**config.mk**
```make
export PLATFORM = sky130hd
export DESIGN_NAME = booth_pp_reducer
export DESIGN_NICKNAME = d
export VERILOG_FILES = /design/src/rtl/booth_pp_reducer.sv
export SDC_FILE = /design/constraint.sdc
export NUM_CORES = 1
export LEC_CHECK = 0
export ABC_CLOCK_PERIOD_IN_PS = 5800
export BUFFER_PORTS_ARGS = -buffer_cell sky130_fd_sc_hd__buf_2
export CAP_MARGIN = 40
export CORE_MARGIN = 2
export CORE_UTILIZATION = 25
export CTS_BUF_LIST = sky130_fd_sc_hd__clkbuf_8
export DETAILED_ROUTE_END_ITERATION = 12
export GPL_ROUTABILITY_DRIVEN = 0
export PLACE_DENSITY_LB_ADDON = 0.1
export SYNTH_ARGS = -nofsm -noshare
export SYNTH_HDL_FRONTEND = slang
export SYNTH_SLANG_ARGS = --single-unit
```
**constraint.sdc**
```tcl
create_clock -name clk -period 5.8 [get_ports clk]
set_clock_uncertainty 0.05 [all_clocks]
set_input_delay 1.16 -clock clk [delete_from_list [all_inputs] [get_ports clk]]
set_output_delay 1.16 -clock clk [all_outputs]
set_load 0.01 [all_outputs]
```
**src/rtl/booth_pp_reducer.sv**
```systemverilog
// ----------------------------------------------------------------------------
// booth_pp_reducer
//
// Sequential reducer for the radix-4 Booth partial-product bus of the 8x8
// multiplier. It takes one set of five 9-bit two's-complement rows plus their
// +1 negate corrections, and accumulates them into a 16-bit product over a few
// cycles. It then presents the product on an output handshake.
//
// Handshakes (both sides): a transfer happens on a rising clk edge where valid
// and ready are both high. A source holds valid and its data stable until that
// edge. Ready never depends combinationally on valid.
//
// Ports:
//   clk        rising-edge clock
//   rst_n      asynchronous active-low reset
//   in_valid   pp_in/neg_in carry a row set
//   in_ready   block is IDLE and will accept a row set
//   pp_in      packed rows {pp4,pp3,pp2,pp1,pp0}, row i = pp_in[9i+8:9i]
//   neg_in     bit i is the +1 correction for row i
//   out_valid  product is valid (DONE state)
//   out_ready  downstream accepts the product
//   product    accumulated result modulo 2^16; holds its last value between
//              results
//   busy       high while accumulating or holding a result
//   dbg_state  current FSM state (0 IDLE, 1 ACC, 2 DONE) for observation
//
// Build option:
//   BOOTH_REDUCER_DUAL_ROW_EN  when defined, two rows are added per cycle.
//                              The groups are {0,1}, {2,3}, then {4}, so the
//                              latency is 3 edges. When undefined, one row is
//                              added per cycle and the latency is 5 edges.
//                              The product is identical in both builds.
// ----------------------------------------------------------------------------
module booth_pp_reducer (
    input  logic        clk,
    input  logic        rst_n,
    input  logic        in_valid,
    output logic        in_ready,
    input  logic [44:0] pp_in,
    input  logic [4:0]  neg_in,
    output logic        out_valid,
    input  logic        out_ready,
    output logic [15:0] product,
    output logic        busy,
    output logic [1:0]  dbg_state
);

    typedef enum logic [1:0] {
        ST_IDLE = 2'd0,
        ST_ACC  = 2'd1,
        ST_DONE = 2'd2
    } state_e;

`ifdef BOOTH_REDUCER_DUAL_ROW_EN
    localparam logic [2:0] K_STEP = 3'd2;
`else
    localparam logic [2:0] K_STEP = 3'd1;
`endif

    state_e      state_q;
    logic [44:0] pp_q;
    logic [4:0]  neg_q;
    logic [15:0] acc_q;
    logic [15:0] acc_d;
    logic [2:0]  k_q;
    logic        in_ready_q;
    logic        out_valid_q;
    logic        busy_q;
    logic [15:0] product_q;

    // Weighted value of every captured row: (sext16(row_i) + neg_i) << 2i.
    logic [15:0] term [5];
    logic [15:0] step_sum;

    always_comb begin
        for (int i = 0; i < 5; i++) begin
            term[i] = ({{7{pp_q[9*i+8]}}, pp_q[9*i +: 9]} + {15'd0, neg_q[i]}) << (2*i);
        end
    end

    // Contribution for the current cycle, selected by the row counter.
    always_comb begin
        step_sum = 16'd0;
        case (k_q)
`ifdef BOOTH_REDUCER_DUAL_ROW_EN
            3'd0:    step_sum = term[0] + term[1];
            3'd2:    step_sum = term[2] + term[3];
            3'd4:    step_sum = term[4];
`else
            3'd0:    step_sum = term[0];
            3'd1:    step_sum = term[1];
            3'd2:    step_sum = term[2];
            3'd3:    step_sum = term[3];
            3'd4:    step_sum = term[4];
`endif
            default: step_sum = 16'd0;
        endcase
    end

    // With the two-row adder, this is a 3-input 16-bit add.
    assign acc_d = acc_q + step_sum;

    always_ff @(posedge clk or negedge rst_n) begin
        if (!rst_n) begin
            state_q     <= ST_IDLE;
            pp_q        <= 45'd0;
            neg_q       <= 5'd0;
            acc_q       <= 16'd0;
            k_q         <= 3'd0;
            in_ready_q  <= 1'b1;
            out_valid_q <= 1'b0;
            busy_q      <= 1'b0;
            product_q   <= 16'd0;
        end else begin
            case (state_q)
                ST_IDLE: begin
                    if (in_valid && in_ready_q) begin
                        pp_q       <= pp_in;
                        neg_q      <= neg_in;
                        acc_q      <= 16'd0;
                        k_q        <= 3'd0;
                        in_ready_q <= 1'b0;
                        busy_q     <= 1'b1;
                        state_q    <= ST_ACC;
                    end
                end
                ST_ACC: begin
                    acc_q <= acc_d;
                    k_q   <= k_q + K_STEP;
                    // Row 4 is always the last add in both builds.
                    if (k_q == 3'd4) begin
                        product_q   <= acc_d;
                        out_valid_q <= 1'b1;
                        state_q     <= ST_DONE;
                    end
                end
                ST_DONE: begin
                    if (out_ready) begin
                        out_valid_q <= 1'b0;
                        in_ready_q  <= 1'b1;
                        busy_q      <= 1'b0;
                        state_q     <= ST_IDLE;
                    end
                end
                default: begin
                    state_q     <= ST_IDLE;
                    in_ready_q  <= 1'b1;
                    out_valid_q <= 1'b0;
                    busy_q      <= 1'b0;
                end
            endcase
        end
    end

    assign in_ready  = in_ready_q;
    assign out_valid = out_valid_q;
    assign product   = product_q;
    assign busy      = busy_q;
    assign dbg_state = state_q;

endmodule

```
# Word-level counts from Yosys, hierarchy flattened
# Cells that the tools add are included.
# totals
wordCells	54
register_bits	89
# classes
reduce_logical	10
muxes	17
n_eq_ne	9
bitwise_logic	2
add_sub_neg	7
# op_table
cell	count
$pmux W16 S5	1
$add A9 B2 Y10	4
$pmux W16 S2	1
$add A16 B16 Y16	1
$mux W16	1
$pmux W1 S3	3
$reduce_and A3 Y1	3
$add A8 B2 Y8	1
$eq A3 B2 Y1 const B	2
$mux W2	3
$ne A2 B2 Y1 const B	3
$pmux W2 S3	1
$pmux W3 S2	1
$reduce_and A2 Y1	3
$mux W1	5
$add A3 B1 Y3 const B	1
$eq A3 B1 Y1 const B	1
$eq A3 B3 Y1 const B	1
$logic_not A3 Y1	1
$mux W3	1
$eq A2 B1 Y1 const B	1
$eq A2 B2 Y1 const B	1
$logic_not A2 Y1	1
$not A1 Y1	2
2 further kinds	2

# Depth between registers and ports, before layout
# depth
word_depth	4
ltp_mapped	16
mapped_depth_nobuf	15

# Worst setup path before layout
# OpenSTA, ideal clock, no wires.
# synth_timing
path_kind	register -> register
from	register k_q[0]
to	register product_q[13] (netlist: product[13])
path_slack_ns	2.509
path_stages_with_launch	15
t_arrival_ns	3.110
n_path_buf	1
cell_sequence	dfrtp_1 inv_1 ha_1 and2_1 clkbuf_1 a222oi_1 o221ai_1 ha_1 and3_1 and3_1 a211oi_2 o31ai_1 a31oi_1 xor2_1 o21ai_0
# synth_between
elab_chain_cells	3
elab_cells_between_ends	8
# synth_lines
element	line	text
start, declared	65	logic [2:0] k_q;
start signal, assigned	129	k_q <= k_q + K_STEP;
$eq A3 B3 Y1 (tied with other cells)	84, 131	
$pmux W16 S5	84	case (k_q)
$add A16 B16 Y16	101	assign acc_d = acc_q + step_sum;
end signal, assigned	113	product_q <= 16'd0;
end signal, assigned	132	product_q <= acc_d;
end, declared	69	logic [15:0] product_q;
# Parallel ways exist; a longest one is shown, timed or not.
# A chain may end at the register's enable or synchronous reset.

# Worst setup path in the final report
# Ends and elaborated chain as after synthesis.

==> metrics.cfg <==
[synth]
async_reset_ff_share_pct = 100
yosys.cell_count.top_type = dfrtp_1
synthMuxAreaShare_pct = 10.9
syn-cell-area_um2 = 5060
yosysTopAreaCellShare_pct = 43.5
synth-simple-area-share_pct = 12.9
synth_seq_area_share_pct = 44.0
yosys-top-cells-count = 88 x dfrtp_1, 63 x nand2_1, 49 x mux2_2
synth_compound_area_share_pct = 13.4
syn_inst = 484
synthAdderAreaFrac_pct = 7.81
synth_nets = 569
synth-edff-count = 0
ys_warn_count = 0
avgSynthCellArea_um2 = 10.5
synth_area_leaders = dfrtp_1 43%, mux2_2 11%, ha_1 7.4%, nand2_1 4.7%, xnor2_1 4.7%
yosysTopAreaCell = dfrtp_1
synthFlopType = dfrtp_1
synth_top_family_by_area = compound AO/OA/AOI/OAI gates
synthDistinctLibCells = 48
synth_xor_area_share_pct = 8.48
ys_seq_elements = 89

[placed_design]
place_area_um2 = 5760
dp_hpwl_um = 9660
port_buffers = 73
pre_cts_ws_ns = 1.89

[timing]
setup_viol = 0
slew_viol_final = 0
hold_viol_final = 0
fin_ws_ns = 1.88
fin_crit_sh_pct = 67.6
max_slew.worst_pin.slew_ns = 0.617
slew_headroom_pct = 58.8
rsz0062_at_grt = false
min_period_ns = 3.92
fmax_ghz = 0.255
setup_tns_ns = 0

[worst_setup_path]
worst-r2r-setup-slack_ns = 1.88
critical-path-max-stage-delay_ns = 0.47
path_class = reg -> reg
critPathBufInv = 1
cp_cell_sequence = inv_1 -> ha_1 -> and2_1 -> a222oi_1 -> o221ai_1 -> ha_1 -> and3_1 -> and3_1 -> a211oi_2 -> o31ai_1 -> a31oi_1 -> xor2_1 -> o21ai_0
worstPathMaxFanout = 9
crit_family = compound AO/OA/AOI/OAI gates
critPathCaptureType = flop
slowest_stage = a222oi_1
arrival_ns = 4.13
worst_ep_required_time_ns = 6.01
startpoint_type = flop

[global_route]
grt_pass1_wl_um = 20800
grt_overflow = 0
first_global_vias = 3956
antenna_found_initial = 0
grt_max_degree = 63
grt_usage_pct = 12.4

[clock_tree]
h-tree-depth = 3
cts_buffer_depth = 2
clk_transition_reported_paths_ns = 0.09
cts_tree = yes
cts_buffers = 9
cts_resized = 0
root_buffer = clkbuf_8
hold_buffers = 0
clock_latency_ns = 0.38
postCtsSetupRepairBufs = 0
cts_sinks = 89

[route]
drtIter0Drc = 210
drt-pass1-iter-count = 5
wire_per_inst_um = 15.5
via_count = 3796
routed_wl_um = 12800
ant_nets = 0
vias_per_cell = 4.58
drc_errors = 0

[run]
maxCapViolCount = 0

[final_layout]
multiInputGateArea_um2 = 2720
register_area_um2 = 2230
final_nets = 639
area_delta_synth_final_pct = 16.9
fin_area_um2 = 5920
final_util_pct = 29.5
drive_above_1_share_pct = 27.2
nFillCells = 2171
diodes = 0

[floorplan]
start_util_pct = 25.3
io_pins = 75
die_x_um = 146
fp.coreArea_um2 = 20000
rows = 52
dieArea_um2 = 21400
die_h_um = 146

[run_status]
status = finished, final reports clean

[power_and_ir_drop]
power.density_nw_per_um2 = 538
peakVddDrop_uv = 137
power_leakage_nw = 2.73

[hold_path]
hp-class = reg -> reg

[power breakdown]
group	leakage [nW]	switching [W]	total (W)	internal, W
clock network	0.0929	0.000231	0.000391	0.000161
logic	1.51	0.000910	0.00163	0.000717
registers	1.13	0.000271	0.00117	0.000897
[registers in the layout, summed over array words and instances, names as in the netlist]
signal	flops
dbg_state	2
in_ready	1
product	16
pp_q	44
busy	1
k_q	3
out_valid	1
acc_q	16
neg_q	5
[layout make-up]
class,instances,area share (%)
multi-input cells,364,45.9
repair buffers,80,7.44
well taps,270,5.71
clock inverters,5,0.402
clock buffers,10,2.32
flip-flops and latches,89,37.6
inverters,10,0.634
[per-layer routing]
metal	up-vias	global-route usage (%)	wire (µm)
met5	-	0	0
met4	0	3.88	221
met3	14	3.66	553
met2	61	19.5	5860
met1	1836	16.4	6180
li1	1885	-	-
[per-stage QoR]
step | hold WS [ns] | total power (W) | cells
after global placement | 0.407 | 0.00279 | 812
after global routing | 0.459 | 0.00350 | 828
after CTS | 0.431 | 0.00325 | 828
after floorplan | 0.406 | 0.00231 | 484
final | 0.426 | 0.00319 | 828
after detailed placement | 0.410 | 0.00283 | 813
[worst reg2reg max path: stages (launching register included)]
cell,delay (ns)
dfrtp_1,0.43
inv_1,0.09
ha_1,0.27
and2_1,0.28
a222oi_1,0.47
o221ai_1,0.23
ha_1,0.39
and3_1,0.26
and3_1,0.20
a211oi_2,0.35
o31ai_1,0.15
a31oi_1,0.22
xor2_1,0.28
o21ai_0,0.13
[cells in the final DEF, fill, tap and decap left out, types with 2 or more instances in the layout]
cell type   n
nand3b_1    2
and4_1      5
o211ai_1    4
a21o_1      6
dfrtp_1    88
nand2_1    63
a222oi_1    6
xnor2_1    27
a22oi_1     4
ha_1       30
nor2_1      8
o22ai_1    12
and2_1      5
o21ai_0    31
a211oi_1    2
mux2_2     49
a21oi_1    14
o31ai_1     3
nand4_1     5
xor2_1     22
clkbuf_8   10
o21bai_1    2
and3_1      8
or3_1       2
inv_1      11
nor2b_1     5
clkinv_2    4
nand3_1    21
nand2b_1    3
nor3_1      5
buf_2      72
a31oi_1     4
buf_4       7
[path summary, 6_finish.rpt]
path,start,endpoint,depth (start not counted)
max reg2reg,k_q[0],product[13],13
max,k_q[0],product[13],13
min,busy,busy,1
min in group asynchronous,rst_n,product[3],1
max in group asynchronous,rst_n,pp_q[33],3
min reg2reg,busy,busy,1
[cells by family after synthesis]
| logic type | count (synthesis) |
|---|---|
| flops | 89 |
| simple gates | 135 |
| fa+ha+maj | 31 |
| xor+xnor | 49 |
| mux | 49 |
| buf+inv | 31 |
| compound gates | 100 |
Power figures use the tool's default switching activity.
